===== src/rtl/s1_fetch.sv =====
// Stage-1 fetch: generates the fetch PC, drives the BIOS/IMEM sync-read ports
// and presents a stable instruction/PC pair to stage 2.
module s1_fetch #(
  parameter logic [31:0] RESET_PC = 32'h4000_0000,
  parameter logic [31:0] NOP_INSN = 32'h0000_0013
) (
  input  logic        clk,
  input  logic        rst_n,
  input  logic        stall,
  input  logic        redirect,
  input  logic [31:0] redirect_pc,
  output logic [11:0] bios_addr,
  input  logic [31:0] bios_dout,
  output logic [13:0] imem_addr,
  input  logic [31:0] imem_dout,
  output logic [31:0] pc_s2,
  output logic [31:0] instruction_s2,
  output logic        valid_s2,
  output logic        fetch_fault
);

  typedef enum logic [1:0] {BOOT, RUN, HOLD} state_e;

  localparam logic [3:0] REG_BIOS = 4'h4;
  localparam logic [3:0] REG_IMEM = 4'h1;

  state_e      state_q, state_d;
  logic [31:0] pc_q, pc_d;
  logic [31:0] hold_q, hold_d;
  logic        hold_vld_q, hold_vld_d;
  logic [3:0]  region_q;

  logic [31:0] fetch_pc;
  logic [31:0] seq_pc;
  logic [31:0] tgt_pc;
  logic [31:0] mem_insn;
  logic        mapped;
  logic        unused_bits;

  assign seq_pc = pc_q + 32'd4;
  assign tgt_pc = {redirect_pc[31:2], 2'b00};

  // region_q tracks the PC whose data is on the memory dout this cycle
  assign mapped = (region_q == REG_BIOS) || (region_q == REG_IMEM);

  always_comb begin
    mem_insn = NOP_INSN;
    case (region_q)
      REG_BIOS: mem_insn = bios_dout;
      REG_IMEM: mem_insn = imem_dout;
      default:  mem_insn = NOP_INSN;
    endcase
  end

  always_comb begin
    state_d        = state_q;
    pc_d           = pc_q;
    hold_d         = hold_q;
    hold_vld_d     = hold_vld_q;
    fetch_pc       = seq_pc;
    instruction_s2 = NOP_INSN;
    valid_s2       = 1'b0;
    fetch_fault    = 1'b0;
    case (state_q)
      BOOT: begin
        fetch_pc = RESET_PC;
        pc_d     = RESET_PC;
        state_d  = RUN;
      end
      RUN: begin
        // every RUN cycle shows a PC for the first time, so a fault pulses here only
        instruction_s2 = mem_insn;
        valid_s2       = mapped;
        fetch_fault    = ~mapped;
        if (stall) begin
          hold_d     = mem_insn;
          hold_vld_d = mapped;
          state_d    = HOLD;
        end else begin
          if (redirect) fetch_pc = tgt_pc;
          pc_d = fetch_pc;
        end
      end
      HOLD: begin
        instruction_s2 = hold_q;
        valid_s2       = hold_vld_q;
        if (!stall) begin
          if (redirect) fetch_pc = tgt_pc;
          pc_d    = fetch_pc;
          state_d = RUN;
        end
      end
      default: begin
        fetch_pc = RESET_PC;
        state_d  = BOOT;
      end
    endcase
  end

  always_ff @(posedge clk or negedge rst_n) begin
    if (!rst_n) begin
      state_q    <= BOOT;
      pc_q       <= RESET_PC;
      hold_q     <= NOP_INSN;
      hold_vld_q <= 1'b0;
      region_q   <= RESET_PC[31:28];
    end else begin
      state_q    <= state_d;
      pc_q       <= pc_d;
      hold_q     <= hold_d;
      hold_vld_q <= hold_vld_d;
      region_q   <= fetch_pc[31:28];
    end
  end

  assign bios_addr = fetch_pc[13:2];
  assign imem_addr = fetch_pc[15:2];
  assign pc_s2     = pc_q;

  assign unused_bits = ^{fetch_pc[27:16], fetch_pc[1:0], redirect_pc[1:0]};

endmodule

===== config.mk =====
export PLATFORM = sky130hd
export DESIGN_NAME = s1_fetch
export DESIGN_NICKNAME = d
export VERILOG_FILES = /design/src/rtl/s1_fetch.sv
export SDC_FILE = /design/constraint.sdc
export NUM_CORES = 1
export LEC_CHECK = 0
export ABC_CLOCK_PERIOD_IN_PS = 2700
export BUFFER_PORTS_ARGS = -buffer_cell sky130_fd_sc_hd__clkbuf_2
export CORE_MARGIN = 8
export CORE_UTILIZATION = 29
export CTS_CLUSTER_DIAMETER = 40
export DETAILED_ROUTE_END_ITERATION = 8
export PLACE_DENSITY = 0.63
export SLEW_MARGIN = 0
export SYNTH_ARGS = -nofsm -noshare
export SYNTH_HDL_FRONTEND = slang
export SYNTH_SLANG_ARGS = --single-unit

===== constraint.sdc =====
create_clock -name clk -period 2.7 [get_ports clk]
set_input_delay 0.27 -clock clk [delete_from_list [all_inputs] [get_ports clk]]
set_output_delay 0.27 -clock clk [all_outputs]
set_load 0.005 [all_outputs]

==> summary.md, run 1 <==
| Metric | Value |
|---|---|
| Status | finished, final reports clean |
| Worst-Margin Slew | 1.11 ns |
| Hold/Removal Path Class | input pin to async pin |
| Post-synth EDFFs | 0 |
| Final Core Density | 0.378 |
| Crit path kind | flop to output port |
| Core area | between 0.015 and 0.02 mm^2 |
| Vias per cell | 5.07 |
| Gate count of the mapped netlist | 598 |
| Setup_tns | 0 ns |
| Leak pwr | 3.12 nW |
| Startpoint Class | flop |
| Uppermost routed layer | met4 |
| Final HPWL DP | 11800 um |
| Num rows | 47 |
| Syn. warnings | 0 |
| CP required | 2.43 ns |
| Initial drt markers | 367 |
| Die area | 0.0211 mm^2 |
| WL/cell | between 15 and 20 um |
| Total Wirelength | roughly 16000 um |
| Top-area cell type share of the netlist area | 0.340 |
| Synth Cell Area | 0.00486 mm^2 |
| TritonCTS clock tree | yes |
| CTS sink cnt | 71 |
| Setup ws final | approximately 0.16 ns |
| Seq/Total Area, Yosys | 0.367 |
| Initial antenna violation count | 0 |
| Vias in the first global route | 4934 |
| Min Tclk post-route | 2.54 ns |
| CP max FO | 22 |
| GPL Wtd Cong | 0.790 |
| Root Driver | clkbuf_16 |
| Post-route clock period utilization | 0.940 |
| Max Cap Viol | 0 |
| CTS HTree Levels | 3 |
| Post-Syn Nets | 702 |
| Die W | 145 um |
| FF+latch count, synth | 71 |
| I/O pin cnt | 192 |
| Worst path arrival time | around 2.3 ns |
| First-pass GRT wire length | about 27000 um |
| Die height | between 100 and 150 um |
| Placed instance count | 948 |
| Worst setup EP type | output port |
| Worst setup skew after layout | 0.00785 ns |
| Relative slew slack | 0.257 |
| Share of cells above drive strength 1 | 0.334 |
| Hold_buf cts | 0 |
| Power Dens Cells | 1160 mW/mm^2 |
| P&R area growth vs syn | 28.3% |
| DRT met1 WL | 7340 um |
| DRC Markers | 0 |
| Clk_lat worst skew | 0.33 ns |
| Distinct cells, synth | 57 |
| Routed via count | 4903 |
| Top area cells in the synthesized netlist | dfrtp_1 34%, nand2_1 8.8%, a22oi_1 7.0% |
| Antenna diode count | 0 |
| Final setup vio count | 0 |
| Number of routed nets with antenna violations | 0 |
| Top FF cell, synth | dfrtp_1 |
| Largest net degree at the start of global routing | 72 |
| Met3 wire len | approximately 1300 um |
| Met2 wire length | 7650 um |
| Max Clock Freq | 394 MHz |
| Num CTS Buffers | 9 |
| Final #Nets | 847 |
| All-Layer GR Usage | 0.154 |
| Starting density of the core | 0.295 |
| GRT overflow | 0 |
| Fillers | 1704 |
| IR drop worst, VDD | 563 uV |
| TritonRoute pass-1 iters | 5 |
| Largest area contributor in the netlist | dfrtp_1 |
| Slew Viols, Final | 0 |
| Post-synthesis average cell area | 8.12 um^2 |
| Final non-filler cell total | ~970 |
| Clk buf depth | 2 |
| Fin. Hold Viols | 0 |
| Clk slew on worst S/H paths | 0.06 ns |
| I/O Buffers | 189 |
| Unrepaired setup endpoints after global routing | no |
| Post-synth ARST share | 1.00 |
| Worst slack, placed | 0.331 ns |
==> synth_stat cells (5+ instances only) <==
| cell type | instances |
|---|---|
| nand2_1 | 114 |
| dfrtp_1 | 66 |
| nor2_1 | 62 |
| a22oi_1 | 45 |
| clkbuf_1 | 41 |
| o21ai_0 | 41 |
| a22o_1 | 30 |
| buf_4 | 26 |
| a21oi_1 | 24 |
| xnor2_1 | 13 |
| nand3_1 | 11 |
| a211oi_1 | 9 |
| a31oi_1 | 9 |
| nand4_1 | 8 |
| xor2_1 | 8 |
| inv_1 | 7 |
| and3_1 | 5 |
| buf_2 | 5 |
| dfstp_2 | 5 |
==> state kept, by name, summed over array words and instances (netlist names) <==
name	cells
hold_vld_q	1
pc_s2	32
state_q	2
region_q	4
hold_q	32
==> where the power goes <==
part | internal (mW) | switching, mW | total (mW)
clock network | 0.883 | 0.447 | 1.33
logic | 1.57 | 2.26 | 3.84
registers | 1.54 | 0.512 | 2.05
==> path summary, 6_finish.rpt <==
path	from	end	slack [ns]	cells past startpoint
max	state_q[0]$_DFFE_PN0P_	instruction_s2[0]	0.16	7
min	rst_n	hold_q[18]$_DFFE_PN0P_	0.08	1
max reg2reg	state_q[1]$_DFFE_PN0P_	pc_s2[24]$_DFFE_PN0P_	0.36	6
min reg2reg	hold_q[19]$_DFFE_PN0P_	hold_q[19]$_DFFE_PN0P_	0.48	2
max in group asynchronous	rst_n	pc_s2[3]$_DFFE_PN0P_	1.97	1
min in group clk	redirect_pc[18]	pc_s2[18]$_DFFE_PN0P_	0.15	2
==> critical path: stages, from the launching register on <==
cell      delay (ns)
dfrtp_1         0.37
inv_1           0.07
ha_1            0.40
inv_2           0.23
buf_4           0.29
buf_4           0.30
a211o_1         0.13
clkbuf_2        0.12
==> cell type report <==
type	instances	area (um^2)	share of cell area
multi-input combinational	443	2680	0.429
sequential	71	1780	0.286
timing repair buffer	210	1130	0.181
tap	220	275	0.0442
clock buffer	13	270	0.0434
clock inverter	3	65.1	0.0104
inverter	8	30.0	0.00482
==> layer usage <==
metal / up-vias / track usage
li1: 2396 / -
met2: 211 / 0.247
met1: 2285 / 0.199
met5: - / 0
met4: 0 / 0.0469
met3: 11 / 0.0395
==> cell families (layout without fill, tap and decap cells) <==
logic type / count (synthesis) / count (layout) / share of synthesized area
muxes: 4 / 4 / 0.00825
xor gates and xnor gates: 21 / 21 / 0.0379
buffers and inverters: 84 / 234 / 0.0910
and+or+nand+nor: 234 / 234 / 0.233
DFF: 71 / 71 / 0.367
adders and majority gates: 4 / 4 / 0.0103
AOI/OAI and AO/OA: 180 / 180 / 0.253
==> through the flow <==
stage / hold slack, ns / cell area, um^2 / total power, mW
finish: 0.0829 / 6230 / 7.22
detailed placement: 0.464 / 5840 / 5.94
CTS: 0.117 / 6180 / 7.32
floorplan: -0.0256 / 4860 / 4.52
global route: 0.143 / 6230 / 7.83
global placement: 0.459 / 5840 / 5.88
==> cells in the final DEF (no fill, tap or decap), types with 3 or more instances in the layout <==
master | synthesis | final
and2_1 | 4 | 4
a211o_1 | 3 | 3
o22ai_1 | 3 | 3
nor3_1 | 3 | 3
a21oi_1 | 24 | 24
nor4_4 | 2 | 3
inv_1 | 7 | 7
and4_1 | 3 | 3
nor2_1 | 62 | 62
dfstp_2 | 5 | 5
o21ai_0 | 41 | 40
ha_1 | 4 | 3
clkbuf_2 | 0 | 188
nand4_1 | 8 | 8
a31oi_1 | 9 | 9
nor4_1 | 4 | 3
a22o_1 | 30 | 30
xor2_1 | 8 | 8
clkbuf_8 | 0 | 3
nor4b_4 | 1 | 3
nand3_1 | 11 | 11
buf_4 | 26 | 20
dfrtp_1 | 66 | 65
a211oi_1 | 9 | 9
mux2i_1 | 4 | 4
and3_1 | 5 | 5
xnor2_1 | 13 | 13
nand2_1 | 114 | 114
clkbuf_16 | 0 | 9
a22oi_1 | 45 | 45
==> timing repair <==
item | 4_1_cts | 5_1_grt
resized for setup | 1 | 4
buffers inserted | 0 | 4
gates cloned | 0 | 0
setup endpoints to repair | 1 | 6
pin swaps | 0 | 1
endpoints found under the hold margin | 0 | 0
No activity file was read; power rests on OpenSTA's default activity.
==> run 2: changes to the inputs <==
Settings changed: MAX_ROUTING_LAYER set to met4, RECOVER_POWER set to 100.
==> run 2 against run 1 <==
Net effect:
- the run now ends with capacitance limit, slew limit left
- cell area is 2.0% lower
- final cell count stayed put
- combinational power is 3% lower
- register-to-register slack worse by 0.11 ns
- sequential share of layout area is 0.60 points higher
- non-clock buffer count stayed put
- first-iteration DRC count is 5.7% higher
- wire length is 0.47% higher
- clock power hardly changed
- largest power group unchanged
- highest routed layer unchanged
==> summary.md, run 2 (same netlist as run 1, synthesis figures left out) <==
| Metric | Value |
|---|---|
| Reg power frac | 0.287 (was 0.284) |
| Largest net degree at the start of global routing | 72 (unchanged) |
| Initial antenna violation count | 0 (unchanged) |
| I/O pin cnt | 192 (unchanged) |
| CP max FO | 22 (unchanged) |
| Hold/Removal Path Class | input pin to flop (was input pin to async pin) |
| Most frequent cells in the layout | 131 x clkbuf_2, 114 x nand2_1, 64 x dfrtp_1 (was 188 x clkbuf_2, 114 x nand2_1, 65 x dfrtp_1) |
| Placed instance count | 948 (unchanged) |
| Net switching fraction of the power | 0.453 (was 0.447) |
| GRT overflow | 0 (unchanged) |
| IR drop worst, VDD | 559 uV (was 563 uV) |
| Fillers | 1754 (was 1704) |
| First-pass GRT wire length | 26700 um (was 26600 um) |
| Failing checks | capacitance limit, slew limit |
| Slowest cell delay on critical path | 0.40 ns (about the same) |
| Worst path arrival time | 2.27 ns (about the same) |
| Crit path top cell by count | buf_4 (unchanged) |
| Slowest stage cell, crit path | ha_1 (unchanged) |
| Crit path kind | flop to output port (unchanged) |
| Worst path bufs/invs | 5 (unchanged) |
| Post-route clock period utilization | 0.940 (about the same) |
| Worst setup EP type | output port (unchanged) |
| Clk buf depth | 2 (unchanged) |
| WL/cell | 17.1 um (was 17.0 um) |
| Vias per cell | 5.07 (about the same) |
| Commonest non-fill, non-tap cell in the layout | clkbuf_2 (unchanged) |
| Routed via count | 4909 (was 4903) |
| GPL Wtd Cong | 0.801 (was 0.790) |
| Num CTS Buffers | 9 (unchanged) |
| Share of cells above drive strength 1 | 0.249 (was 0.334) |
| Clock Power Share | 0.188 (was 0.184) |
| P&R area growth vs syn | 25.8% (was 28.3%) |
| Final non-filler cell total | 968 (unchanged) |
| Fin. Hold Viols | 0 (unchanged) |
| Total Wirelength | 16500 um (was 16400 um) |
| Die W | 145 um (unchanged) |
| Max Clock Freq | 394 MHz (about the same) |
| DRC Markers | 0 (unchanged) |
| Setup_tns | 0 ns (unchanged) |
| Relative slew slack | -0.250 (was 0.257) |
| CTS sink cnt | 71 (unchanged) |
| NetSw | 3.20 mW (was 3.22 mW) |
| Worst-Margin Slew | 1.87 ns (was 1.11 ns) |
| Max Cap Viol | 1 (was 0) |
| Num rows | 47 (unchanged) |
| Core area | 0.0165 mm^2 (unchanged) |
| Clk slew on worst S/H paths | 0.06 ns (about the same) |
| I/O Buffers | 189 (unchanged) |
| Worst setup skew after layout | 0.0110 ns (was 0.00785 ns) |
| Die height | 145 um (unchanged) |
| Comb pwr share | 0.525 (was 0.532) |
| Worst-path cell chain | inv_1 > ha_1 > inv_2 > buf_4 > buf_4 > a211o_1 > clkbuf_2 (unchanged) |
| Root Driver | clkbuf_16 (unchanged) |
| Slew Viols, Final | 72 (was 0) |
| Crit-path leading delay family | buffers and inverters (unchanged) |
| All-Layer GR Usage | 0.159 (was 0.154) |
| TritonCTS clock tree | yes (unchanged) |
| Number of routed nets with antenna violations | 0 (unchanged) |
| TritonRoute pass-1 iters | 5 (unchanged) |
| Die area | 0.0211 mm^2 (unchanged) |
| Clk_lat worst skew | 0.34 ns (was 0.33 ns) |
| Internal | 3.87 mW (was 3.99 mW) |
| Final HPWL DP | 11800 um (unchanged) |
| CTS HTree Levels | 3 (unchanged) |
| Final #Nets | 847 (unchanged) |
| Leak pwr | 2.89 nW (was 3.12 nW) |
| Power Dens Cells | 1160 mW/mm^2 (about the same) |
| Min Tclk post-route | 2.54 ns (about the same) |
| Status | finished with violations (was finished, final reports clean) |
| Startpoint Class | flop (unchanged) |
| Antenna diode count | 0 (unchanged) |
| CP required | 2.43 ns (about the same) |
| Unrepaired setup endpoints after global routing | no (unchanged) |
| Initial drt markers | 388 (was 367) |
| Starting density of the core | 0.295 (unchanged) |
| Final setup vio count | 0 (unchanged) |
| Vias in the first global route | 4929 (was 4934) |
==> run 2: timing repair <==
action / 4_1_cts / 5_1_grt
pin swaps: 0 / 1
setup endpoints to repair: 1 / 6
gates resized for setup: 1 / 5
cloned: 0 / 0
setup buffers: 0 / 4
hold buffers: 0 / 0
==> run 2: power groups by stage <==
stage	Combinational, mW	Clock, mW	Sequential (mW)
finish	3.71	1.33	2.03
global route	4.17	1.42	2.11
CTS	3.91	1.37	2.04
detailed placement	3.90	0	2.05
global placement	3.84	0	2.03
floorplan	2.60	0	1.92
==> run 2: final timing paths <==
kind	startpoint	endpoint	slack, ns	depth (start not counted)
worst max-delay path	state_q[0]$_DFFE_PN0P_	instruction_s2[0]	0.16	7
min in group asynchronous	rst_n	hold_q[18]$_DFFE_PN0P_	0.45	1
worst min register to register	hold_q[19]$_DFFE_PN0P_	hold_q[19]$_DFFE_PN0P_	0.47	2
max in group asynchronous	rst_n	pc_s2[2]$_DFFE_PN0P_	1.02	1
worst max register to register	pc_s2[3]$_DFFE_PN0P_	pc_s2[28]$_DFFE_PN0P_	0.25	5
worst min-delay path	redirect_pc[18]	pc_s2[18]$_DFFE_PN0P_	0.15	2
==> run 2: through the flow <==
stage | setup slack (ns) | hold WS [ns] | utilization | total power [mW] | cell area, um^2
final | 0.162 | 0.154 | 0.371 | 7.08 | 6110
after global placement | 0.368 | 0.459 | 0.355 | 5.88 | 5840
after global routing | 0.00799 | 0.144 | 0.371 | 7.69 | 6110
after floorplan | 0.496 | -0.0256 | - | 4.52 | 4860
after CTS | 0.0315 | 0.117 | 0.375 | 7.32 | 6180
after detailed placement | 0.331 | 0.464 | 0.355 | 5.94 | 5840
==> run 2: routing by layer <==
layer,up-vias,share of wire,track usage
li1,2395,-,-
met1,2309,0.46,0.204
met2,191,0.47,0.246
met3,14,0.064,0.0351
met4,0,0.011,0.0469
met5,-,0,-
==> run 2: layout make-up <==
cell class / instances / area (um^2) / share of cell area
Tap cell: 220 / 275 / 0.0451
Sequential cell: 71 / 1790 / 0.292
Clock inverter: 3 / 65.1 / 0.0107
Timing Repair Buffer: 210 / 1040 / 0.170
Clock buffer: 13 / 270 / 0.0442
Inverter: 8 / 30.0 / 0.00492
Multi-Input combinational cell: 443 / 2640 / 0.432
==> run 3: changes to the inputs <==
Settings changed: ABC_AREA set to 1, RECOVER_POWER 100 to 50, SLEW_MARGIN 0 to unset.
==> run 3 against run 2 <==
Net effect:
- the flow still finishes with violations (capacitance limit, slew limit)
- non-clock buffer count is 6 lower
- combinational power down 3%
- critical endpoint is now bios_addr[10]
- clock power fell by 16%
- cell area up 1.5%
- worst setup slack improved by 0.052 ns
- core utilization up 0.14 points
- critical path type unchanged
- die area rose by 1.8%
- via count up 7.7%
- first-iteration DRC count is 8.8% lower
==> summary.md, run 3 <==
| Metric | Value |
|---|---|
| NetSw | 3.10 mW (was 3.20 mW) |
| Post-synthesis average cell area | 6.68 um^2 (was 8.12 um^2) |
| Vias in the first global route | 5346 (was 4929) |
| All-Layer GR Usage | 0.164 (was 0.159) |
| Final HPWL DP | 13000 um (was 11800 um) |
| Total Wirelength | 17200 um (was 16500 um) |
| CTS HTree Levels | 3 (unchanged) |
| CP required | 2.43 ns (about the same) |
| I/O Buffers | 189 (unchanged) |
| Starting density of the core | 0.298 (was 0.295) |
| Seq/Total Area, Yosys | 0.360 (was 0.367) |
| Die height | 147 um (was 145 um) |
| Synth Cell Area | 0.00495 mm^2 (was 0.00486 mm^2) |
| DRC Markers | 0 (unchanged) |
| Setup_tns | 0 ns (unchanged) |
| Final #Nets | 1001 (was 847) |
| Initial antenna violation count | 0 (unchanged) |
| Commonest non-fill, non-tap cell in the layout | nand2_1 (was clkbuf_2) |
| CTS sink cnt | 71 (unchanged) |
| WL/cell | 15.3 um (was 17.1 um) |
| Met2 wire length | 7820 um (was 7720 um) |
| Internal | 3.44 mW (was 3.87 mW) |
| Clock Power Share | 0.171 (was 0.188) |
| TritonCTS clock tree | yes (unchanged) |
| Post-Syn Nets | 845 (was 702) |
| Post-synth ARST share | 1.00 (unchanged) |
| Final non-filler cell total | 1122 (was 968) |
| Clk slew on worst S/H paths | 0.06 ns (about the same) |
| Fin. Hold Viols | 0 (unchanged) |
| Comb pwr share | 0.552 (was 0.525) |
| Slowest stage cell, crit path | dfrtp_1 (was ha_1) |
| Largest net degree at the start of global routing | 72 (unchanged) |
| FF+latch count, synth | 71 (unchanged) |
| P&R area growth vs syn | 25.1% (was 25.8%) |
| Worst path bufs/invs | 1 (was 5) |
| Top area cells in the synthesized netlist | dfrtp_1 33%, nand2_1 22%, nand3_1 5.9% (was dfrtp_1 34%, nand2_1 8.8%, a22oi_1 7.0%) |
| I/O pin cnt | 192 (unchanged) |
| Distinct cells, synth | 33 (was 57) |
| GPL Wtd Cong | 0.911 (was 0.801) |
| DRT met1 WL | 7990 um (was 7570 um) |
| Die W | 147 um (was 145 um) |
| Reg power frac | 0.277 (was 0.287) |
| GRT overflow | 0 (unchanged) |
| Worst-Margin Slew | 1.87 ns (about the same) |
| Fillers | 1785 (was 1754) |
| Top FF cell, synth | dfrtp_1 (unchanged) |
| Worst-path cell chain | ha_1 > nand2_2 > nor2_4 > nand2_2 > nor2_4 > xor2_1 > nand2_1 > nand3_1 > clkbuf_2 (was inv_1 > ha_1 > inv_2 > buf_4 > buf_4 > a211o_1 > clkbuf_2) |
| Post-synth EDFFs | 0 (unchanged) |
| Most frequent cells in the layout | 286 x nand2_1, 163 x clkbuf_2, 69 x nor2_1 (was 131 x clkbuf_2, 114 x nand2_1, 64 x dfrtp_1) |
| Post-route clock period utilization | 0.921 (was 0.940) |
| First-pass GRT wire length | 28000 um (was 26700 um) |
| CP max FO | 5 (was 22) |
| Crit path kind | flop to output port (unchanged) |
| Top-area cell type share of the netlist area | 0.333 (was 0.340) |
| Antenna diode count | 0 (unchanged) |
| Final setup vio count | 0 (unchanged) |
| Hold_buf cts | 0 (unchanged) |
| Hold/Removal Path Class | input pin to flop (unchanged) |
| Synth cell count leaders | 286 x nand2_1, 69 x nor2_1, 66 x dfrtp_1 (was 114 x nand2_1, 66 x dfrtp_1, 62 x nor2_1) |
| Max Cap Viol | 1 (unchanged) |
| Max Clock Freq | 402 MHz (was 394 MHz) |
| Largest area contributor in the netlist | dfrtp_1 (unchanged) |
| Unrepaired setup endpoints after global routing | no (unchanged) |
| Gate count of the mapped netlist | 741 (was 598) |
| Status | finished with violations (unchanged) |
| Num rows | 47 (unchanged) |
| Worst setup EP type | output port (unchanged) |
| Root Driver | clkbuf_16 (unchanged) |
| IR drop worst, VDD | 621 uV (was 559 uV) |
| Worst slack, placed | 0.299 ns (was 0.331 ns) |
| Placed instance count | 1103 (was 948) |
| Failing checks | capacitance limit, slew limit (unchanged) |
| Net switching fraction of the power | 0.474 (was 0.453) |
| Setup ws final | 0.214 ns (was 0.162 ns) |
| Num CTS Buffers | 9 (unchanged) |
| Worst path arrival time | 2.22 ns (was 2.27 ns) |
| Relative slew slack | -0.246 (was -0.250) |
| Met3 wire len | 1250 um (was 1050 um) |
| Routed via count | 5287 (was 4909) |
| Crit-path leading delay family | simple AND/OR/NAND/NOR gates (was buffers and inverters) |
| Syn. warnings | 0 (unchanged) |
| TritonRoute pass-1 iters | 4 (was 5) |
| Worst setup skew after layout | 0.00808 ns (was 0.0110 ns) |
| Power Dens Cells | 1060 mW/mm^2 (was 1160 mW/mm^2) |
| Slowest cell delay on critical path | 0.42 ns (was 0.40 ns) |
| Most used standard cell by instance count after synthesis | nand2_1 (unchanged) |
| Startpoint Class | flop (unchanged) |
| Initial drt markers | 354 (was 388) |
| Die area | 0.0215 mm^2 (was 0.0211 mm^2) |
| Final Core Density | 0.372 (was 0.371) |
| Clk buf depth | 2 (unchanged) |
| Uppermost routed layer | met4 (unchanged) |
| Vias per cell | 4.71 (was 5.07) |
| Slew Viols, Final | 72 (unchanged) |
| Leak pwr | 3.08 nW (was 2.89 nW) |
| Share of cells above drive strength 1 | 0.243 (was 0.249) |
| Core area | 0.0166 mm^2 (was 0.0165 mm^2) |
| Number of routed nets with antenna violations | 0 (unchanged) |
| Clk_lat worst skew | 0.34 ns (about the same) |
| Min Tclk post-route | 2.49 ns (was 2.54 ns) |
-- run 3: kinds of logic (layout without fill, tap and decap cells) --
family	after synthesis	after routing	share of synthesized area
AOI/OAI and AO/OA	123	123	0.152
adders and majority gates	4	4	0.0101
buffers and inverters	103	264	0.100
xor gates and xnor gates	8	8	0.0157
DFF	71	71	0.360
and+or+nand+nor	432	432	0.362
-- run 3: final timing paths --
path / startpoint / to / slack (ns) / cells after the start
min reg2reg: hold_q[27]$_DFFE_PN0P_ / hold_q[27]$_DFFE_PN0P_ / 0.48 / 2
min: redirect_pc[4] / pc_s2[4]$_DFFE_PN0P_ / 0.18 / 3
max: pc_s2[3]$_DFFE_PN0P_ / bios_addr[10] / 0.21 / 9
max reg2reg: state_q[0]$_DFFE_PN0P_ / pc_s2[15]$_DFFE_PN0P_ / 0.56 / 7
min in group asynchronous: rst_n / hold_q[19]$_DFFE_PN0P_ / 0.41 / 1
max in group asynchronous: rst_n / pc_s2[26]$_DFFE_PN0P_ / 1.13 / 1
-- run 3: per-stage QoR --
| stage | hold WS (ns) | area (um^2) | power (mW) |
|---|---|---|---|
| 4_1_cts | 0.110 | 6240 | 6.70 |
| 2_1_floorplan | -0.0256 | 4950 | 4.21 |
| 5_1_grt | 0.174 | 6200 | 7.15 |
| 3_3_place_gp | 0.461 | 5940 | 5.47 |
| 3_5_place_dp | 0.466 | 5940 | 5.49 |
| 6_report | 0.176 | 6200 | 6.54 |
-- run 3: power groups by stage --
stage               logic, mW  clock network [mW]  registers [mW]
floorplan                2.46                   0            1.75
global placement         3.65                   0            1.82
detailed placement       3.66                   0            1.83
CTS                      3.72                1.17            1.81
global route             4.06                1.22            1.87
finish                   3.61                1.12            1.81
-- run 3: tightest hold or removal path: cells and delay by family --
kind	cells	cell delay [ns]
buffers and inverters	1	0.07
AOI/OAI and AO/OA	1	0.08
and+or+nand+nor	1	0.05
-- run 3: layout make-up --
class	instances	area [um^2]	share of cell area
Clock buffer	13	260	0.0420
Clock inverter	3	17.5	0.00283
Inverter	44	169	0.0273
Multi-Input combinational cell	567	2670	0.431
Sequential cell	71	1780	0.288
Tap cell	220	275	0.0444
Timing Repair Buffer	204	1020	0.164
-- run 3: layer usage --
metal,GRT usage,up-vias
met4,0.0319,0
met5,-,-
met1,0.200,2386
li1,-,2688
met2,0.263,200
met3,0.0516,13
-- run 3: repair_timing --
| item | CTS | global route |
|---|---|---|
| buffers inserted | 3 | 0 |
| pin swaps | 1 | 0 |
| gates resized for setup | 0 | 1 |
| setup endpoints to repair | 9 | 1 |
